## src/rtl/pipe_hazard_ctrl.sv

```systemverilog
// pipe_hazard_ctrl
//   Hazard controller for a five-stage in-order pipeline. Produces the
//   stall/flush controls for F, D and E. It also sequences a multi-cycle
//   iterative divider that occupies E, and keeps two 32-bit event counters.
//
// Parameters
//   DIV_LAT        divide/remainder occupancy of E in cycles (2..64)
//
// Ports
//   clk            clock, rising edge
//   reset          synchronous, active-high reset
//   rs1D, rs2D     source registers of the instruction in D
//   rdE            destination register of the instruction in E
//   memreadE       instruction in E is a load
//   divE           instruction in E is DIV/DIVU/REM/REMU
//   branch_takenE  branch/jump in E redirects the PC
//   stallF         hold the PC register
//   stallD         hold the IF/ID register
//   stallE         hold the ID/EX register
//   flushD         clear IF/ID on the next edge
//   flushE         bubble into ID/EX on the next edge
//   div_start      one-cycle launch pulse for the divider
//   div_done       divider result valid, E advances this cycle
//   stall_cnt      number of cycles with stallF=1 (wrapping)
//   flush_cnt      number of cycles with flushD or flushE (wrapping)
module pipe_hazard_ctrl #(
  parameter int DIV_LAT = 34
) (
  input  logic        clk,
  input  logic        reset,
  input  logic [4:0]  rs1D,
  input  logic [4:0]  rs2D,
  input  logic [4:0]  rdE,
  input  logic        memreadE,
  input  logic        divE,
  input  logic        branch_takenE,
  output logic        stallF,
  output logic        stallD,
  output logic        stallE,
  output logic        flushD,
  output logic        flushE,
  output logic        div_start,
  output logic        div_done,
  output logic [31:0] stall_cnt,
  output logic [31:0] flush_cnt
);

  typedef enum logic [1:0] {
    IDLE = 2'd0,
    BUSY = 2'd1,
    DONE = 2'd2
  } state_t;

  // Number of BUSY cycles that follow the launch cycle. Launch cycle plus
  // BUSY cycles make up the DIV_LAT-1 stalled cycles. DONE is the last cycle.
  localparam logic [5:0] LOAD_VAL = 6'(DIV_LAT - 2);

  state_t      state_r;
  logic [5:0]  div_cnt_r;
  logic        div_busy_s;
  logic        lw_s;

  // Hazard detection and stall/flush priority: divider, then branch, then load-use
  always_comb begin
    div_busy_s = 1'b0;
    lw_s       = 1'b0;
    stallF     = 1'b0;
    stallD     = 1'b0;
    stallE     = 1'b0;
    flushD     = 1'b0;
    flushE     = 1'b0;
    div_start  = 1'b0;
    div_done   = 1'b0;

    div_start  = (state_r == IDLE) && divE;
    div_done   = (state_r == DONE);
    div_busy_s = div_start || (state_r == BUSY);
    lw_s       = memreadE && (rdE != 5'd0) && ((rdE == rs1D) || (rdE == rs2D));

    if (div_busy_s) begin
      // The divide in E must never be killed, so flushes are held off.
      stallF = 1'b1;
      stallD = 1'b1;
      stallE = 1'b1;
    end else if (branch_takenE) begin
      // The redirect discards the dependent instruction, so no load-use stall is needed.
      flushD = 1'b1;
      flushE = 1'b1;
    end else if (lw_s) begin
      stallF = 1'b1;
      stallD = 1'b1;
      flushE = 1'b1;
    end else begin
      stallF = 1'b0;
      stallD = 1'b0;
    end
  end

  // Divider occupancy FSM with BUSY down-counter
  always_ff @(posedge clk) begin
    if (reset) begin
      state_r   <= IDLE;
      div_cnt_r <= 6'd0;
    end else begin
      case (state_r)
        IDLE: begin
          if (divE) begin
            div_cnt_r <= LOAD_VAL;
            // With DIV_LAT=2 the launch cycle is the only stalled cycle.
            state_r   <= (LOAD_VAL == 6'd0) ? DONE : BUSY;
          end else begin
            state_r   <= IDLE;
          end
        end
        BUSY: begin
          // Leave when the decremented count reaches zero. The <= guard
          // also gets out of an unreachable zero count.
          div_cnt_r <= div_cnt_r - 6'd1;
          if (div_cnt_r <= 6'd1) begin
            state_r <= DONE;
          end else begin
            state_r <= BUSY;
          end
        end
        DONE: begin
          // divE may still be high here. A following divide launches from IDLE.
          state_r   <= IDLE;
          div_cnt_r <= 6'd0;
        end
        default: begin
          state_r   <= IDLE;
          div_cnt_r <= 6'd0;
        end
      endcase
    end
  end

  // Stall and flush event counters; a cycle that does both bumps both
  always_ff @(posedge clk) begin
    if (reset) begin
      stall_cnt <= 32'd0;
      flush_cnt <= 32'd0;
    end else begin
      if (stallF) begin
        stall_cnt <= stall_cnt + 32'd1;
      end
      if (flushD || flushE) begin
        flush_cnt <= flush_cnt + 32'd1;
      end
    end
  end

endmodule

```

## config.mk

```make
export PLATFORM = sky130hd
export DESIGN_NAME = pipe_hazard_ctrl
export DESIGN_NICKNAME = d
export VERILOG_FILES = /design/src/rtl/pipe_hazard_ctrl.sv
export SDC_FILE = /design/constraint.sdc
export NUM_CORES = 1
export LEC_CHECK = 0
export BUFFER_PORTS_ARGS = -buffer_cell sky130_fd_sc_hd__buf_2
export CORE_ASPECT_RATIO = 0.6
export CORE_MARGIN = 8
export CORE_UTILIZATION = 30
export CTS_CLUSTER_SIZE = 40
export DETAILED_ROUTE_END_ITERATION = 7
export HOLD_SLACK_MARGIN = 0.03
export MAX_ROUTING_LAYER = met4
export PLACE_DENSITY = 0.56
export SETUP_SLACK_MARGIN = 0.1
export SLEW_MARGIN = 15
export SYNTH_ARGS = -nofsm -noshare
export SYNTH_HDL_FRONTEND = slang
export SYNTH_SLANG_ARGS = --single-unit
```

## constraint.sdc

```tcl
create_clock -name clk -period 3.01 [get_ports clk]
set_input_delay 0.301 -clock clk [delete_from_list [all_inputs] [get_ports clk]]
set_output_delay 0.301 -clock clk [all_outputs]
set_load 0.01 [all_outputs]
```

==> results.json <==
{
  "status": "completed",
  "wirelength_um": 10800,
  "synthMuxAreaShare": 0.0222,
  "grt_pass1_vias": 3562,
  "syn_inst": 465,
  "wire_per_inst_um": 15.0,
  "antenna_left": 0,
  "ys_seq_area_frac": 0.370,
  "holdCritPathClass": "in2reg",
  "multiInputGateArea_sq_um": 2190,
  "finClkSkew_ps": 4.98,
  "cts_sinks": 72,
  "peakVddDrop_mv": 0.250,
  "syn_area_per_cell_sq_um": 8.37,
  "drive_gt1_frac": 0.243,
  "synth_ff_type": "dfxtp_1",
  "grtUsageTotal": 0.128,
  "synth_nets": 489,
  "synth_fa_ha_area_frac": 0.0129,
  "synth.yosys.warnings": 0,
  "fin_crit_ps": 2350,
  "p_sw_uw": 599,
  "seq_power_share": 0.417,
  "drc": 0,
  "hold_viol": 0,
  "cts_tree": "yes",
  "end_kind": "output pin",
  "die_x_um": 163,
  "ctsLongestPathBuffers": 2,
  "diodes": 0,
  "gr-total-overflow": 0,
  "worstPathRequired_ps": 2710,
  "cts_resized": 0,
  "fmax_ghz": 0.425,
  "synth_top_cell_by_area": "dfxtp_1",
  "clock_latency_ps": 330,
  "netlist_top_cells_area": "dfxtp_1, a21oi_1, or4_1",
  "drt_iter0_drc": 158,
  "rsz0062_at_grt": "no",
  "synth_seq_cells": 72,
  "p_comb_frac": 0.110,
  "critical_path_class": "reg2out",
  "ys_async_sr_fraction": 0,
  "internal-power_uw": 1820,
  "p_per_area_nw_per_um2": 511,
  "cts_root_buf": "clkbuf_16",
  "drv_slew": 0,
  "syn2layout_area_growth_pct": 21.7,
  "hold_buffers": 0,
  "dieArea_sq_um": 17000,
  "syn-cell-area_sq_um": 3890,
  "power.share.clock": 0.474,
  "io_buffers": 90,
  "synth-compound-area-share": 0.204,
  "first_pass_iters": 4,
  "swShare": 0.247,
  "synthSimpleGateAreaFrac": 0.299,
  "ios": 91,
  "grt_max_degree": 62,
  "hpwl_um": 7650,
  "finalSetupViolCount": 0,
  "initial_core_util": 0.305,
  "ys_types": 51,
  "synth_edf_count": 0,
  "grt_antenna_before_repair": 0,
  "nets": 567,
  "grt_pass1_wl_um": 17700,
  "worst_pin_slew_ps": 736,
  "cts_setup_buffers": 0,
  "rows": 32,
  "worst-path-max-fanout": 21,
  "post-route-util": 0.371,
  "synthTopCellsByCount": "dfxtp_1, a21oi_1, or3_1, or4_1",
  "die_h_um": 104,
  "core_area_sq_um": 12800,
  "synth_top_family_by_area": "simple AND/OR/NAND/NOR gates",
  "synth_xor_area_frac": 0.0248,
  "setup_tns_ps": 0,
  "fillers": 1322,
  "gp_congestion": 0.742,
  "seqCellArea_sq_um": 1440,
  "critPathLaunchType": "flip-flop",
  "clk_pin_slew_ps": 50,
  "cts_buffers": 9,
  "timing.final.crit_share": 0.781,
  "relSlewSlack": 0.509,
  "p_leak_uw": 0.00173,
  "via_per_inst": 5.28,
  "synth_top_area_share": 0.370,
  "vias": 3789,
  "synth_most_common_cell": "dfxtp_1",
  "critPathArrivalTime_ps": 2050,
  "maxCapViolCount": 0,
  "htree_levels": 3
}
-- worst paths after layout --
| kind | start | to | slack, ps | cells past startpoint |
|---|---|---|---|---|
| setup / recovery | state_r[0]$_SDFF_PP0_ | flushE | 660 | 5 |
| hold / removal | divE | div_cnt_r[1]$_SDFFE_PP0P_ | 320 | 3 |
| setup reg to reg | state_r[0]$_SDFF_PP0_ | flush_cnt[26]$_SDFFE_PP0P_ | 710 | 6 |
| hold reg to reg | flush_cnt[31]$_SDFFE_PP0P_ | flush_cnt[31]$_SDFFE_PP0P_ | 480 | 2 |
-- power groups by stage --
stage	clock network [uW]	registers, uW	logic, uW
floorplan	0	1020	204
global placement	0	1030	259
global route	1220	1010	299
finish	1150	1010	265
detailed placement	0	1030	265
CTS	1170	1010	267
-- per-layer routing --
layer	global-route usage	up-vias	wire length (um)
li1	-	1922	-
met1	0.173	1762	5620
met2	0.180	96	4410
met3	0.0439	9	654
met4	0.0300	0	88
met5	-	-	0
-- layout make-up --
class	count	share of cell area
well taps	170	0.0449
repair buffers	98	0.110
flip-flops and latches	72	0.304
multi-input cells	348	0.463
clock inverters	3	0.0137
inverters	14	0.0111
clock buffers	13	0.0528
-- critical path, cell delays in order (launching register included) --
cell	delay (ps)
dfxtp_1	630
nor2_4	120
nor2_1	380
buf_4	320
nor2_2	80
buf_2	160
-- cells in the final DEF (no fill, tap or decap), types with 19 or more instances in the layout --
cell type	instances
or4_1	28
nand4_1	27
or3_1	31
o31ai_1	27
buf_2	90
a21oi_1	61
dfxtp_1	72
nand2_1	22
nor2_1	19
o21ai_0	24
-- cells by family (layout without fill, tap and decap cells) --
| kind of cell | count (synthesis) | count (layout) |
|---|---|---|
| buffers and inverters | 45 | 128 |
| XOR/XNOR | 11 | 11 |
| AND/OR/NAND/NOR | 192 | 192 |
| AO/OA/AOI/OAI | 134 | 134 |
| multiplexers | 7 | 7 |
| flip-flops | 72 | 72 |
| adder cells (fa/ha/maj) | 4 | 4 |
-- per-stage QoR --
step           setup WS, ps  instances  cell area (sq um)  total power (uW)  hold WS (ps)
2_1_floorplan           951        465               3890              1230           466
3_3_place_gp            680        702               4420              1290           462
3_5_place_dp            605        702               4420              1290           485
4_1_cts                 651        718               4740              2440           303
5_1_grt                 507        718               4740              2530           353
6_report                659        718               4740              2420           319
-- flip-flops by register name, indices dropped and copies added (netlist names) --
signal,cells
flush_cnt,32
stall_cnt,32
div_cnt_r,6
state_r,2
No activity file was read; power rests on OpenSTA's default activity.
